**src/rtl/pesos_mac_sequencer.sv**
```systemverilog
// Weight-RAM port owner: shares the single RAM port with the Avalon host and
// runs fetch/multiply-accumulate passes that return one saturated 32-bit sum.
module pesos_mac_sequencer #(
  parameter int ADDR_W = 6,
  parameter int DATA_W = 32
) (
  input  logic                clk,
  input  logic                reset_n,
  input  logic [ADDR_W-1:0]   h_address,
  input  logic                h_chipselect,
  input  logic                h_read,
  input  logic                h_write,
  input  logic [DATA_W-1:0]   h_writedata,
  input  logic [DATA_W/8-1:0] h_byteenable,
  output logic [DATA_W-1:0]   h_readdata,
  output logic                h_waitrequest,
  input  logic                start,
  input  logic [ADDR_W-1:0]   base_addr,
  input  logic [ADDR_W:0]     num_terms,
  input  logic [15:0]         x_data,
  input  logic                x_valid,
  output logic                x_ready,
  output logic                busy,
  output logic                done,
  output logic                start_err,
  output logic [31:0]         result,
  output logic [ADDR_W-1:0]   ram_address,
  output logic                ram_chipselect,
  output logic                ram_write,
  output logic [DATA_W/8-1:0] ram_byteenable,
  output logic [DATA_W-1:0]   ram_writedata,
  input  logic [DATA_W-1:0]   ram_readdata
);

  typedef enum logic [2:0] {
    S_IDLE,
    S_HOST_RD,
    S_FETCH,
    S_MAC,
    S_DONE
  } state_t;

  localparam logic [ADDR_W:0] DEPTH = {1'b1, {ADDR_W{1'b0}}};

  state_t                state_q, state_d;
  logic signed [39:0]    acc_q, acc_d;
  logic [ADDR_W:0]       cnt_q, cnt_d;
  logic [ADDR_W:0]       limit_q, limit_d;
  logic [ADDR_W-1:0]     base_q, base_d;
  logic signed [15:0]    w_q, w_d;
  logic                  first_q, first_d;
  logic [31:0]           result_q, result_d;
  logic                  start_err_q, start_err_d;

  logic                  host_rd;
  logic                  host_wr;
  logic [ADDR_W:0]       limit_in;
  logic signed [15:0]    w_cur;
  logic signed [15:0]    x_s;
  logic signed [31:0]    product;
  logic [31:0]           acc_sat;
  logic [ADDR_W:0]       cnt_inc;

  assign host_rd  = h_chipselect & h_read;
  assign host_wr  = h_chipselect & h_write;
  assign limit_in = (num_terms > DEPTH) ? DEPTH : num_terms;
  assign cnt_inc  = cnt_q + 1'b1;

  // The RAM output is only valid in the first MAC cycle; later stall cycles use the held copy.
  assign w_cur   = first_q ? ram_readdata[15:0] : w_q;
  assign x_s     = x_data;
  assign product = w_cur * x_s;

  always_comb begin
    acc_sat = acc_q[31:0];
    if (!acc_q[39] && (|acc_q[38:31])) begin
      acc_sat = 32'h7FFF_FFFF;
    end else if (acc_q[39] && !(&acc_q[38:31])) begin
      acc_sat = 32'h8000_0000;
    end
  end

  assign busy      = (state_q == S_FETCH) || (state_q == S_MAC) || (state_q == S_DONE);
  assign start_err = start_err_q;

  always_comb begin
    state_d        = state_q;
    acc_d          = acc_q;
    cnt_d          = cnt_q;
    limit_d        = limit_q;
    base_d         = base_q;
    w_d            = w_q;
    first_d        = 1'b0;
    result_d       = result_q;
    start_err_d    = start_err_q;
    result         = result_q;
    h_readdata     = '0;
    h_waitrequest  = 1'b0;
    x_ready        = 1'b0;
    done           = 1'b0;
    ram_address    = '0;
    ram_chipselect = 1'b0;
    ram_write      = 1'b0;
    ram_byteenable = '0;
    ram_writedata  = '0;

    if (start && (state_q != S_IDLE)) begin
      start_err_d = 1'b1;
    end

    case (state_q)
      S_IDLE: begin
        if (start) begin
          base_d        = base_addr;
          limit_d       = limit_in;
          cnt_d         = '0;
          acc_d         = '0;
          start_err_d   = 1'b0;
          h_waitrequest = h_chipselect;
          state_d       = (limit_in == '0) ? S_DONE : S_FETCH;
        end else if (host_wr) begin
          ram_address    = h_address;
          ram_chipselect = 1'b1;
          ram_write      = 1'b1;
          ram_byteenable = h_byteenable;
          ram_writedata  = h_writedata;
        end else if (host_rd) begin
          ram_address    = h_address;
          ram_chipselect = 1'b1;
          h_waitrequest  = 1'b1;
          state_d        = S_HOST_RD;
        end
      end

      S_HOST_RD: begin
        ram_address    = h_address;
        ram_chipselect = 1'b1;
        h_readdata     = ram_readdata;
        state_d        = S_IDLE;
      end

      S_FETCH: begin
        h_waitrequest  = h_chipselect;
        ram_address    = base_q + cnt_q[ADDR_W-1:0];
        ram_chipselect = 1'b1;
        first_d        = 1'b1;
        state_d        = S_MAC;
      end

      S_MAC: begin
        h_waitrequest = h_chipselect;
        x_ready       = 1'b1;
        w_d           = w_cur;
        if (x_valid) begin
          acc_d   = acc_q + {{8{product[31]}}, product};
          cnt_d   = cnt_inc;
          state_d = (cnt_inc == limit_q) ? S_DONE : S_FETCH;
        end
      end

      S_DONE: begin
        h_waitrequest = h_chipselect;
        done          = 1'b1;
        result        = acc_sat;
        result_d      = acc_sat;
        state_d       = S_IDLE;
      end

      default: begin
        state_d = S_IDLE;
      end
    endcase
  end

  always_ff @(posedge clk or negedge reset_n) begin
    if (!reset_n) begin
      state_q     <= S_IDLE;
      acc_q       <= '0;
      cnt_q       <= '0;
      limit_q     <= '0;
      base_q      <= '0;
      w_q         <= '0;
      first_q     <= 1'b0;
      result_q    <= '0;
      start_err_q <= 1'b0;
    end else begin
      state_q     <= state_d;
      acc_q       <= acc_d;
      cnt_q       <= cnt_d;
      limit_q     <= limit_d;
      base_q      <= base_d;
      w_q         <= w_d;
      first_q     <= first_d;
      result_q    <= result_d;
      start_err_q <= start_err_d;
    end
  end

endmodule

```
**config.mk**
```make
export PLATFORM = sky130hd
export DESIGN_NAME = pesos_mac_sequencer
export DESIGN_NICKNAME = d
export VERILOG_FILES = /design/src/rtl/pesos_mac_sequencer.sv
export SDC_FILE = /design/constraint.sdc
export NUM_CORES = 1
export LEC_CHECK = 0
export CAP_MARGIN = 10
export CORE_MARGIN = 2
export CORE_UTILIZATION = 45
export CTS_BUF_LIST = sky130_fd_sc_hd__clkbuf_16
export CTS_CLUSTER_DIAMETER = 30
export DETAILED_ROUTE_END_ITERATION = 16
export PLACE_DENSITY = 0.7
export SYNTH_ARGS = -nofsm -noshare
export SYNTH_HDL_FRONTEND = slang
export SYNTH_SLANG_ARGS = --single-unit
```
**constraint.sdc**
```tcl
create_clock -name clk -period 9.2 [get_ports clk]
set_clock_uncertainty 0.2 [all_clocks]
set_input_delay 1.84 -clock clk [delete_from_list [all_inputs] [get_ports clk]]
set_output_delay 1.84 -clock clk [all_outputs]
set_load 0.005 [all_outputs]
```
* Word-level counts from Yosys, hierarchy flattened *
Cells that the tools add are included.

storage, ports and cells
  flip-flop bits (word level) = 113
  input bits = 110
  word-level logic and storage cells = 88

cells by class
  $add $sub $neg = 3
  $mul = 1
  magnitude comparators = 1
  eq/ne operators = 9
  mux-type cells = 45
  bitwise operators = 2
  reduce and logical (&&, ||, !) cells = 18

operators by type and width
  kind                 count
  $mux 32              7
  $mux 40              2
  $pmux 40 s2          1
  $add 40x40->40       1
  $mul 16x16->32       1
  $mux 7               3
  $mux 3               6
  $mux 6               3
  $pmux 6 s3           1
  $mux 16              1
  $mux 1               14
  $pmux 7 s2           1
  $mux 4               3
  $pmux 3 s3           1
  $reduce_and 8->1     1
  $reduce_or 8->1      1
  $add 7x1->7 const B  1
  $eq 7x7->1           1
  $gt 7x7->1 const B   1
  $logic_not 7->1      1
  $add 6x6->6          1
  $eq 3x2->1 const B   2
  $ne 3x3->1 const B   2
  $reduce_and 3->1     2
  14 further kinds     21

* Logic depth before layout (Yosys ltp) *
Gate-level depths: netlist of run 1.

  depth after elaboration = 6
  mapped depth = 37
  gate-level depth less buffers = 35

* Least setup slack after synthesis of run 1 *
No wires, ideal clock.

  path type = input to register
  start = input ram_readdata[15]
  end = register acc_q[39]
  library setup time = 0.069 ns
  arrival time = 9.657 ns
  required time = 8.931 ns
  slack = -0.726 ns
  cell stages on the path = 31
  path buffers = 2
  cells stage by stage = mux2_2 clkbuf_1 nand2_1 inv_1 fa_1 fa_1 fa_1 fa_1 fa_1 inv_1 fa_1 inv_1 ha_1 nand2_1 o21ai_0 nor2_1 and4b_1 o31ai_1 o31a_1 o211a_1 ha_1 clkbuf_1 and4_1 and3_1 and3_1 a21oi_1 o2111ai_1 a41oi_1 xor2_1 or3_1 nand3_1

between the ends
  cells in the longest elaborated chain, start to end = 5

RTL lines
  item                    line  source
  start: declaration      32    input logic [DATA_W-1:0] ram_readdata
  $mux 16                 70    assign w_cur = first_q ? ram_readdata[15:0] : w_q;
  $mul 16x16->32          72    assign product = w_cur * x_s;
  $add 40x40->40          155   acc_d = acc_q + {{8{product[31]}}, product};
  $mux 40                 154   if (x_valid) begin
  $pmux 40 s2             111   case (state_q)
  end signal: assignment  178   acc_q <= '0;
  end signal: assignment  188   acc_q <= acc_d;
  end: declaration        46    logic signed [39:0] acc_q, acc_d;

No other way between the ends. The select of a mux whose other input is x is not followed.
A chain may end at the register's enable or synchronous reset.

* Worst setup path in the final report of run 1 *
  start = input ram_readdata[5]
  end = register acc_q[39]

The elaborated chain is that of the path after synthesis.

==> metrics.txt, run 1 <==
status finished with violations; failing checks setup timing; # H-tree levels 4; dpl hpwl 38,980 um; routed wl met3 2271 um; CP most frequent cell a21o_1; # DRC 0; ranking of synthesized cells by area fa_1 (31%), dfrtp_1 (16%), ha_1 (9.4%), inv_1 (6.8%), and2_1 (6.6%); I/O pin count 223; Syn Area/Cell 8.876 um2; Yosys reg bits 113; initial antenna violation count 0; DR WL met2 26,400 um; CP max stage delay 0.57 ns; CTS Buf Count 17; Final min period 9.470 ns; Worst-path clk slew 0.06 ns; CTS Buffer Depth 2; WP data required 9.38 ns; Via Count 15,300; critical path class input port to flip-flop; max-slew violations 0; Root Buffer clkbuf_16; Setup violations, final 12; Core Box Area 37,670 um2; Slew HR 33.88%; most frequent cells in the layout inv_1 (298), buf_4 (281), fa_1 (252); Top delay family on crit path adder cells; gp weighted congestion 0.8828; commonest register cell after synthesis dfrtp_1; RSZ-0062 raised after global routing true; drt first pass iters 5; clk sink count 113; global-route wire length before repair 83,310 um; Post-CTS Hold Buffers 0; die area 39,890 um2; area leader, netlist fa_1; FMAX 105.6 MHz; starting density of the core 45.76%; Yosys warnings 0; CP Max Fanout 4; setup ws final -0.2701 ns; CP startpoint kind input port; MaxCap Viol Count 0; top sig layer met4; Routed WL per cell 17.40 um; number of synthesized flops with an enable pin 0; Worst Setup End Kind flip-flop; largest net degree at the start of global routing 86; Layout Cells excl Fill 2,949; Synth Cell Area 17,240 um2; Post-synth ARST share 100.0%; diodes inserted 0; Slowest cell on crit path fa_1; Syn-to-layout area delta 37.67%; CTS tree built; WL final 51,310 um; sequential area share after synthesis 16.40%; Die Wd 199.7 um; layout cells sized above 1 21.70%; port bufs 222; Fin. Hold Viols 0; Final Cycle Share 102.9%; Nets 2,928; Core Rows 71; CP bufs+invs 4; commonest non-fill, non-tap cell in the layout inv_1; Tightest Hold Check Type flip-flop to flip-flop; Die Y 199.7 um; drt via density 5.187; vias in the first global route 16,620; DRT met1 WL 21,000 um; Slew @ Worst Pin 0.9894 ns; clock latency on the worst-skew pair 0.45 ns; DR iter-0 viols 738; post-synth top area share 30.66%; Global Route Usage Sum 26.86%; global route total overflow 0; Unique masters post-synth 67; remaining antenna violation count 0; Placed Instances 2,836; Mapped Nets 2,445; critical path arrival 9.65 ns; synthesized instance count 1,942
[through the flow]
step	util [%]	setup TNS, ns	hold WS (ns)	cell area, um2	setup slack (ns)
6_report	63.00	-1.708	0.2746	23730	-0.2701
5_1_grt	63.00	-4.972	0.2961	23730	-0.5016
4_1_cts	62.41	-1.354	0.2779	23510	-0.2905
3_5_place_dp	58.00	-15.86	0.2589	21850	-1.156
3_3_place_gp	57.98	-13.03	0.2549	21840	-1.003
2_1_floorplan	-	-0.2682	0.2418	17420	-0.2682
[kinds of logic after synthesis]
family,share of synthesized area [%]
muxes,1.735
adders and majority gates,40.02
buffers and inverters,8.434
xor gates and xnor gates,4.420
AOI/OAI and AO/OA,10.45
DFF,16.40
and+or+nand+nor,18.53
[cell usage after synthesis (19+ instances only)]
library cell and number:
nand2b_1 19, inv_1 310, mux2_2 23, xor2_1 30
nand3_1 54, and2_1 183, nor2b_1 20, nor2_1 84
a21oi_1 63, o21ai_0 117, a21o_1 37, nand2_1 234
clkbuf_1 74, dfrtp_1 113, ha_1 129, fa_1 264
xnor2_1 57
[worst paths after layout]
kind                                    to  slack [ns]            start  cells after the start
worst min register to register      w_q[2]        0.27           w_q[2]                      2
worst min-delay path                w_q[2]        0.27           w_q[2]                      2
min in group asynchronous       limit_q[4]        1.28          reset_n                      1
worst max register to register   acc_q[39]        0.50          first_q                     34
worst max-delay path             acc_q[39]       -0.27  ram_readdata[5]                     34
max in group asynchronous           w_q[0]        6.18          reset_n                      2
[flip-flops by register name, summed over array words and instances (netlist names), named ones only]
register / flops
w_q: 16
acc_q: 40
limit_q: 7
state_q: 3
first_q: 1
result_q: 32
base_q: 6
cnt_q: 7
[timing repair]
action / CTS / global route
pin swaps: 123 / 77
gates cloned: 4 / 0
setup buffers: 68 / 16
endpoints found under the setup margin: 18 / 21
gates resized for setup: 213 / 49
[layer usage]
metal,global-route usage (%),up-vias
met5,0,-
met4,9.410,0
met3,4.068,101
met2,47.72,362
met1,33.22,7707
li1,-,7125
[area by class of cell]
class / instances / area, um2
Fill cell: 3125 / 13930
Multi-Input combinational cell: 1445 / 13730
Timing Repair Buffer: 538 / 4758
Sequential cell: 113 / 2828
Inverter: 310 / 1164
Tap cell: 511 / 639.4
Clock buffer: 17 / 425.4
Clock inverter: 15 / 185.2
[tightest hold or removal path: cells and delay by family, from the launching register on]
family        cells  cell delay, ns
flops             1            0.34
simple gates      2            0.10
Power of run 1 is not shown: default switching activity piles up to over one toggle a cycle in this logic, so the estimate is an artifact.
==> run 2, diff against run 1 <==
REMOVE_ABC_BUFFERS = 1   (was unset)
==> metrics.txt, run 2 (synthesis results as in run 1) <==
initial antenna violation count 1 (was 0); CP startpoint kind input port (unchanged); remaining antenna violation count 0 (unchanged); WL final 52,070 um (was 51,310 um); starting density of the core 45.76% (unchanged); most frequent cells in the layout inv_1 (300), buf_4 (260), fa_1 (250) (was inv_1 (298), buf_4 (281), fa_1 (252)); global route total overflow 0 (unchanged); WP data required 9.36 ns (was 9.38 ns); Layout Cells excl Fill 2,933 (was 2,949); Die Wd 199.7 um (unchanged); vias in the first global route 16,480 (was 16,620); clock latency on the worst-skew pair 0.43 ns (was 0.45 ns); Core Rows 71 (unchanged); global-route wire length before repair 83,790 um (was 83,310 um); R2R Path End acc_q[39] (unchanged); port bufs 222 (unchanged); setup ws final -0.5296 ns (was -0.2701 ns); CTS tree built (unchanged); commonest non-fill, non-tap cell in the layout inv_1 (unchanged); die area 39,890 um2 (unchanged); Global Route Usage Sum 27.10% (was 26.86%); R2R Setup Slk 0.26 ns (was 0.50 ns); Fin. Hold Viols 0 (unchanged); area of the multi-input gates 13,660 um2 (was 13,730 um2); Via Count 15,330 (was 15,300); largest net degree at the start of global routing 86 (unchanged); RSZ-0062 raised after global routing true (unchanged); Setup violations, final 13 (was 12); CTS Buf Count 17 (unchanged); Core Box Area 37,670 um2 (unchanged); Routed WL per cell 17.75 um (was 17.40 um); drt first pass iters 5 (unchanged); Critical Path Start ram_readdata[5] (unchanged); Slew @ Worst Pin 1.227 ns (was 0.9894 ns); CTS Buffer Depth 2 (unchanged); number of flip-flops in the largest register 40 (unchanged); drt via density 5.225 (was 5.187); Slowest cell on crit path fa_1 (unchanged); Placed Instances 2,837 (was 2,836); DR iter-0 viols 974 (was 738); Post-CTS Hold Buffers 0 (unchanged); Final Util 62.39% (was 63.00%); max-slew violations 0 (unchanged); gp weighted congestion 0.8838 (was 0.8828); clk sink count 113 (unchanged); critical path class input port to flip-flop (unchanged); Root Buffer clkbuf_16 (unchanged); Worst Setup End Kind flip-flop (unchanged); Setup crit end acc_q[39] (unchanged); R2R cell count 33 (was 34); FMAX 102.8 MHz (was 105.6 MHz); Nets 2,912 (was 2,928); CP max stage delay 0.59 ns (was 0.57 ns); dpl hpwl 38,770 um (was 38,980 um); Fin Setup TNS -3.409 ns (was -1.708 ns); MaxCap Viol Count 0 (unchanged); Syn-to-layout area delta 36.33% (was 37.67%); reg-to-reg startpoint first_q (unchanged); status finished with violations (unchanged); CP Max Fanout 4 (unchanged); # H-tree levels 4 (unchanged); Tightest Hold Check Type flip-flop to flip-flop (unchanged); register area 2828 um2 (unchanged); Final Cycle Share 105.8% (was 102.9%); I/O pin count 223 (unchanged); Regs by FF count acc_q x40, result_q x32, w_q x16 (unchanged); Final min period 9.730 ns (was 9.470 ns); diodes inserted 0 (unchanged); Slew HR 17.91% (was 33.88%); filler instances 3,118 (was 3,125); failing checks setup timing (unchanged); Die Y 199.7 um (unchanged); # DRC 0 (unchanged); most flop-heavy register acc_q (unchanged); Worst-path clk slew 0.07 ns (was 0.06 ns); layout cells sized above 1 19.90% (was 21.70%); critical path arrival 9.89 ns (was 9.65 ns)
==> run 2: cell types whose count changed in the layout (fill, tap and decap cells not counted), sizes merged <==
cell	before	now
buf	326	304
clkinv	1	5
inv	321	317
mux2	26	30
dlygate4sd2	15	18
bufinv	2	1
clkbuf	18	17
clkdlybuf4s15	4	5
clkdlybuf4s50	191	190
clkinvlp	1	2
==> run 2: critical path, delay by kind of cell <==
| family | cells | cell delay, ns |
|---|---|---|
| adder cells (fa/ha/maj) | 8 | 3.56 |
| AO/OA/AOI/OAI | 16 | 3.11 |
| AND/OR/NAND/NOR | 3 | 0.57 |
| multiplexers | 1 | 0.33 |
| XOR/XNOR | 2 | 0.26 |
| buffers and inverters | 3 | 0.19 |
==> run 2: worst min path at each step <==
| stage | slack (ns) | to | cells after the start |
|---|---|---|---|
| floorplan | 0.24 | w_q[4] | 2 |
| CTS | 0.28 | w_q[15] | 2 |
| global route | 0.31 | w_q[10] | 2 |
| detailed placement | 0.26 | w_q[15] | 2 |
| global placement | 0.25 | w_q[2] | 2 |
| finish | 0.28 | flip-flop | 1 |
==> run 2: routing by layer <==
| layer | global-route usage (%) | up-vias | share of wire (%) |
|---|---|---|---|
| met4 | 8.395 | 2 | 3.2 |
| li1 | - | 7094 | - |
| met5 | 0 | - | 0.019 |
| met1 | 33.97 | 7709 | 41 |
| met3 | 4.675 | 112 | 5.4 |
| met2 | 47.71 | 408 | 50 |
==> run 2: layout make-up <==
cell class,instances,area share (%)
clock buffer,17,1.810
sequential,113,12.03
tap,511,2.721
multi-input combinational,1449,58.11
timing repair buffer,518,19.74
inverter,310,4.952
clock inverter,15,0.6336
==> run 2: repair_timing <==
action | in CTS | in global routing
endpoints found under the setup margin | 20 | 19
gates resized for setup | 185 | 60
buffers inserted | 44 | 15
pin swaps | 106 | 80
cloned | 10 | 0
==> run 2: metrics by stage <==
step | cell area, um2 | setup WS (ns) | hold slack [ns]
2_1_floorplan | 16950 | -0.6504 | 0.2420
3_3_place_gp | 21680 | -1.425 | 0.2541
5_1_grt | 23500 | -0.7149 | 0.3071
3_5_place_dp | 21710 | -1.551 | 0.2613
6_report | 23500 | -0.5296 | 0.2787
4_1_cts | 23150 | -0.4146 | 0.2831
Power of run 2 is left out for the same reason.
